## src/rtl/ysyx_24110006_pc_unit_if.sv

```systemverilog
// Fetch-PC bus: IFU fetch handshake plus commit/redirect feedback.
// The master modport is the PC unit side; the slave modport is the IFU/commit side.
interface ysyx_24110006_pc_unit_if #(
  parameter int unsigned XLEN = 32
);
  logic            o_valid;
  logic            i_ready;
  logic [XLEN-1:0] o_pc;
  logic            o_epoch;
  logic            i_commit_valid;
  logic            i_jump;
  logic [XLEN-1:0] i_upc;
  logic            i_trap;
  logic [XLEN-1:0] i_trap_vec;
  logic [2:0]      o_inflight;

  modport master (
    output o_valid, o_pc, o_epoch, o_inflight,
    input  i_ready, i_commit_valid, i_jump, i_upc, i_trap, i_trap_vec
  );

  modport slave (
    input  o_valid, o_pc, o_epoch, o_inflight,
    output i_ready, i_commit_valid, i_jump, i_upc, i_trap, i_trap_vec
  );
endinterface

```

## src/rtl/ysyx_24110006_pc_unit.sv

```systemverilog
// Fetch-PC generator: issues sequential PCs, bounds in-flight instructions and
// applies commit-time trap/jump redirects with an epoch tag for wrong-path squashing.
module ysyx_24110006_pc_unit #(
  parameter int unsigned     XLEN         = 32,
  parameter logic [XLEN-1:0] RESET_VEC    = XLEN'(32'h8000_0000),
  parameter int unsigned     INC          = 4,
  parameter int unsigned     MAX_INFLIGHT = 1
) (
  input  logic                              i_clock,
  input  logic                              i_reset,
  ysyx_24110006_pc_unit_if.master           bus
);

  localparam int unsigned CNT_W = 3;

  typedef enum logic {
    ST_WAIT  = 1'b0,
    ST_ISSUE = 1'b1
  } state_t;

  state_t            state_q, state_d;
  logic [XLEN-1:0]   pc_q, pc_d;
  logic              epoch_q, epoch_d;
  logic [CNT_W-1:0]  inflight_q, inflight_d;
  logic              valid_q, valid_d;

  logic fire;
  logic redirect;

  assign fire     = valid_q & bus.i_ready;
  assign redirect = bus.i_commit_valid & (bus.i_trap | bus.i_jump);

  // State register
  always_ff @(posedge i_clock or posedge i_reset) begin
    if (i_reset) begin
      state_q <= ST_WAIT;
    end else begin
      state_q <= state_d;
    end
  end

  // Next state: one dead cycle in WAIT, then ISSUE until reset
  always_comb begin
    state_d = state_q;
    case (state_q)
      ST_WAIT:  state_d = ST_ISSUE;
      ST_ISSUE: state_d = ST_ISSUE;
      default:  state_d = ST_WAIT;
    endcase
  end

  // Datapath next values; valid is precomputed so it depends only on registers
  always_comb begin
    pc_d       = pc_q;
    epoch_d    = epoch_q;
    inflight_d = inflight_q;
    valid_d    = 1'b0;

    if (redirect) begin
      // Any fire this cycle is wrong-path and is neither counted nor advanced
      pc_d       = bus.i_trap ? bus.i_trap_vec : bus.i_upc;
      epoch_d    = ~epoch_q;
      inflight_d = '0;
    end else begin
      if (fire) begin
        pc_d = pc_q + XLEN'(INC);
      end
      case ({fire, bus.i_commit_valid})
        2'b10:   inflight_d = inflight_q + CNT_W'(1);
        2'b01:   inflight_d = (inflight_q == '0) ? '0 : inflight_q - CNT_W'(1);
        default: inflight_d = inflight_q;
      endcase
    end

    valid_d = (state_d == ST_ISSUE) && (inflight_d < CNT_W'(MAX_INFLIGHT));
  end

  always_ff @(posedge i_clock or posedge i_reset) begin
    if (i_reset) begin
      pc_q       <= RESET_VEC;
      epoch_q    <= 1'b0;
      inflight_q <= '0;
      valid_q    <= 1'b0;
    end else begin
      pc_q       <= pc_d;
      epoch_q    <= epoch_d;
      inflight_q <= inflight_d;
      valid_q    <= valid_d;
    end
  end

  assign bus.o_valid    = valid_q;
  assign bus.o_pc       = pc_q;
  assign bus.o_epoch    = epoch_q;
  assign bus.o_inflight = inflight_q;

  // Committing with nothing in flight is a pipeline bug
  commit_needs_inflight: assert property (
    @(posedge i_clock) disable iff (i_reset)
    bus.i_commit_valid |-> (inflight_q != '0)
  );

endmodule
```

## src/flat_wrapper.sv

```systemverilog
// flat-port wrapper written by rule: the top's interface ports become plain ports
module ysyx_24110006_pc_unit_flat 
#(
  parameter int unsigned     XLEN         = 32,
  parameter logic [XLEN-1:0] RESET_VEC    = XLEN'(32'h8000_0000),
  parameter int unsigned     INC          = 4,
  parameter int unsigned     MAX_INFLIGHT = 1
)
  (i_clock, i_reset, bus_o_valid, bus_o_pc, bus_o_epoch, bus_o_inflight, bus_i_ready, bus_i_commit_valid, bus_i_jump, bus_i_upc, bus_i_trap, bus_i_trap_vec);
  ysyx_24110006_pc_unit_if #(.XLEN(XLEN)) bus_i ();
  input  logic i_clock;
  input  logic i_reset;
  output wire logic [$bits(bus_i.o_valid)-1:0] bus_o_valid;
  output wire logic [$bits(bus_i.o_pc)-1:0] bus_o_pc;
  output wire logic [$bits(bus_i.o_epoch)-1:0] bus_o_epoch;
  output wire logic [$bits(bus_i.o_inflight)-1:0] bus_o_inflight;
  input wire logic [$bits(bus_i.i_ready)-1:0] bus_i_ready;
  input wire logic [$bits(bus_i.i_commit_valid)-1:0] bus_i_commit_valid;
  input wire logic [$bits(bus_i.i_jump)-1:0] bus_i_jump;
  input wire logic [$bits(bus_i.i_upc)-1:0] bus_i_upc;
  input wire logic [$bits(bus_i.i_trap)-1:0] bus_i_trap;
  input wire logic [$bits(bus_i.i_trap_vec)-1:0] bus_i_trap_vec;
  assign bus_o_valid = bus_i.o_valid;
  assign bus_o_pc = bus_i.o_pc;
  assign bus_o_epoch = bus_i.o_epoch;
  assign bus_o_inflight = bus_i.o_inflight;
  assign bus_i.i_ready = bus_i_ready;
  assign bus_i.i_commit_valid = bus_i_commit_valid;
  assign bus_i.i_jump = bus_i_jump;
  assign bus_i.i_upc = bus_i_upc;
  assign bus_i.i_trap = bus_i_trap;
  assign bus_i.i_trap_vec = bus_i_trap_vec;
  ysyx_24110006_pc_unit #(.XLEN(XLEN), .RESET_VEC(RESET_VEC), .INC(INC), .MAX_INFLIGHT(MAX_INFLIGHT)) u_core (.i_clock(i_clock), .i_reset(i_reset), .bus(bus_i));
endmodule
```

## config.mk

```make
export PLATFORM = sky130hd
export DESIGN_NAME = ysyx_24110006_pc_unit_flat
export DESIGN_NICKNAME = d
export VERILOG_FILES = /design/src/rtl/ysyx_24110006_pc_unit_if.sv /design/src/rtl/ysyx_24110006_pc_unit.sv /design/src/flat_wrapper.sv
export SDC_FILE = /design/constraint.sdc
export NUM_CORES = 1
export LEC_CHECK = 0
export CAP_MARGIN = 20
export CORE_MARGIN = 3
export CORE_UTILIZATION = 30
export CTS_CLUSTER_DIAMETER = 50
export DETAILED_ROUTE_END_ITERATION = 7
export PLACE_DENSITY_LB_ADDON = 0.25
export SYNTH_ARGS = -nofsm -noshare
export SYNTH_HDL_FRONTEND = slang
export SYNTH_SLANG_ARGS = --single-unit
```

## constraint.sdc

```tcl
create_clock -name i_clock -period 3.34 [get_ports i_clock]
set_input_delay 0.501 -clock i_clock [delete_from_list [all_inputs] [get_ports i_clock]]
set_output_delay 0.501 -clock i_clock [all_outputs]
set_load 0.1 [all_outputs]
```

==> results.cfg <==
[cts]
cts.reportedPaths.clkPinSlew_ns = 0.08
tritoncts = yes
cts_max_level = 2
clockRootBuffer = sky130_fd_sc_hd__clkbuf_8
clock-sinks = 37
cts_made_buffers = 5
cts_resized = 0
clock_tree.buffer_depth = 2
post_cts_hold_buffer_count = 0
clkLatencyLatePin_ns = 0.29
cts_setup_buffers = 0

[synth]
postSynth.topFlopCell = sky130_fd_sc_hd__dfrtp_1
synthDominantAreaCellType = sky130_fd_sc_hd__dfrtp_1
synth.ff_latch_count = 37
synth_area_sq_um = 2510
synth_enable_flop_cells = 0
synth_xor_area_share_pct = 4.89
synth_commonest_cells = sky130_fd_sc_hd__dfrtp_1, sky130_fd_sc_hd__a211oi_1, sky130_fd_sc_hd__nor2b_1, sky130_fd_sc_hd__nand2_1, sky130_fd_sc_hd__a21oi_1
synth.yosys.warnings = 0
syn_avg_cell_area_sq_um = 8.92
synth_nets = 358
synth.lib_cells_used.distinct = 40
post_synth_mux_area_share_pct = 5.69
synthAdderAreaFrac_pct = 3.49
yosysTopAreaCellShare_pct = 35.9
netlist_instances = 281
asyncSetResetFlopFracSynth_pct = 100
dominant_combinational_cell_family_by_area_after_synthesis = simple AND/OR/NAND/NOR gates
synth_area_leaders = sky130_fd_sc_hd__dfrtp_1, sky130_fd_sc_hd__a211oi_1, sky130_fd_sc_hd__nor2b_1
synth_simple_gate_area_share_pct = 23.8
synth_sequential_area_ratio_pct = 37.0
synthMostInstantiatedCell = sky130_fd_sc_hd__dfrtp_1
synth_compound_gate_area_share_pct = 20.2

[sta]
period_needed_ns = 2.51
worst_slew_margin_rel_pct = 34.3
finalMaxSlewViolations = 0
grt_setup_unrepaired = false
tightestPinTransition_ns = 0.982
finalSetupViolCount = 0
fin_skew_ns = 0.00874
maximum_clock_frequency_ghz = 0.398
layout_worst_path_cycle_share_pct = 75.2
final.setup.tns_ns = 0
final.setup.worst_slack_ns = 0.828
timing.final.hold_violations = 0

[floorplan]
die_width_um = 97.4
boundaryPins = 107
core_area_sq_um = 7930
design.die.area_sq_um = 9490
floorplan_die_height_um = 97.4
initial_utilization_pct = 31.6
std_cell_rows = 32

[placed_design]
place.port_buffers = 106
post_dp_cell_area_sq_um = 3620
dp.final_hpwl_um = 5600
place_worst_setup_slack_ns = 0.542
dp.cells = 474
routabilityCongestion = 0.791

[worst_setup_path]
cp_cell_sequence = clkdlybuf4s50_1, nand4_4, or4_1, or4_1, a31oi_1
worstSetupEndpointType = flip-flop
crit_path_start_kind = primary input
worst-setup-path-type = in2reg
critPathArrivalTime_ns = 2.72
critical-path-top-delay-family = simple AND/OR/NAND/NOR gates
worst-path-stages = 5
max_stage_delay_ns = 0.81
worstPathRequired_ns = 3.55
critical_path.max_fanout = 17
path_common_cell = sky130_fd_sc_hd__or4_1
worst_path_max_delay_cell = sky130_fd_sc_hd__or4_1
path_buf_inv = 1
timing.reg2reg.worst_path_depth = 5

[pwr]
power.density_nw_per_um2 = 571
peak_vdd_ir_mv = 0.165
total_leakage_power_nw = 1.40

[routing]
detail_route.drc_violations = 0
drt_first_pass_iters = 4
drt-total-wl_um = 7380
drt_iter0_markers = 119
ant_nets = 0
routed_via_density = 5.15
wire_per_inst_um = 15.3
via_count = 2482

[final_layout]
multi_input_area_sq_um = 1470
final_layout_size_suffix_gt1_share_pct = 8.95
final_design_area_no_fill_sq_um = 3700
final-seq-area_sq_um = 927
synthToLayoutAreaGrowth_pct = 47.6
final_nets = 456
finish.cell_count_without_fillers = 482
layout.filler_cells = 783
diodes = 0
post-route-util_pct = 46.7

[min_path]
hp-class = reg2reg
hold-path-cell-count = 1

[outcome]
status = completed

[global_route]
grt-busiest-layer = met2
grt.met2_usage_pct = 26.2
globalRouteMet3Util_pct = 3.23
pin_count_of_the_biggest_net_entering_global_routing = 52
grt_pass1_vias = 2503
grt_first_pass_wirelength_um = 12600
groute.layer.met1.usage_pct = 21.4
number_of_antenna_violations_at_the_first_check_in_global_routing = 0
overflow = 0
grt_util_all_layers_pct = 16.0

[job]
maxcap_violations = 0
layout make-up:
cell class | count | area share, %
repair buffers | 109 | 28.3
clock inverters | 2 | 0.271
inverters | 12 | 1.22
clock buffers | 6 | 1.96
flip-flops and latches | 37 | 25.1
well taps | 102 | 3.45
multi-input cells | 214 | 39.7
cells by family (layout without fill, tap and decap cells):
group,after synthesis,after routing
XOR/XNOR,14,14
AND/OR/NAND/NOR,102,102
multiplexers,14,14
buffers and inverters,30,129
flip-flops,37,37
adder cells (fa/ha/maj),7,7
AO/OA/AOI/OAI,77,77
cells in the final DEF (no fill, tap or decap), drive strengths merged, types with 2 or more instances in the layout:
cell type,Yosys,routed
a211oi,21,21
nor3,4,4
nor2b,21,21
or4b,2,2
o31ai,3,3
a31oi,9,9
ha,7,7
and2,2,2
inv,12,12
or4,10,10
xnor2,11,11
nor4,3,3
a21oi,14,14
nand4,9,9
clkinv,0,2
and4,2,2
clkbuf,13,6
o211ai,10,10
mux2i,12,12
o311ai,2,2
nor2,9,9
dfrtp,36,36
and3,6,6
nand3,10,10
o21ai,13,13
buf,5,21
clkdlybuf4s50,0,88
or3,6,6
nand2,17,17
mux2,2,2
xor2,3,3
registers in the layout (all words and copies together), names as in the netlist:
name,count
u_core.bus.o_pc,32
u_core.bus.o_inflight,3
u_core.bus.o_epoch,1
u_core.bus.o_valid,1
layer usage:
metal  vias up  share of wire, %  routed length, um
li1       1254                 -                  -
met1      1147                47               3460
met2        73                47               3440
met3         8               5.3                392
met4         0               1.2                 89
met5         -                 0                  0
report_power, final:
part	switching (W)	total (W)	internal (W)
Sequential	0.000111	0.000643	0.000532
Combinational	0.000839	0.00116	0.000324
Clock	0.000162	0.000306	0.000145
per-stage QoR:
stage	hold slack, ns	power [W]
5_1_grt	0.496	0.00222
2_1_floorplan	0.680	0.00149
4_1_cts	0.485	0.00214
3_5_place_dp	0.467	0.00182
6_report	0.485	0.00211
3_3_place_gp	0.465	0.00181
final timing paths:
path                                  endpoint  slack (ns)                from
min in group asynchronous   u_core.bus.o_pc[6]        0.65             i_reset
min                         u_core.bus.o_epoch        0.48  u_core.bus.o_epoch
max in group asynchronous  u_core.bus.o_pc[31]        2.32             i_reset
max                        u_core.bus.o_pc[29]        0.83         bus_i_ready
min reg2reg                 u_core.bus.o_epoch        0.48  u_core.bus.o_epoch
max reg2reg                u_core.bus.o_pc[28]        1.00  u_core.bus.o_pc[2]
Power figures use the tool's default switching activity.
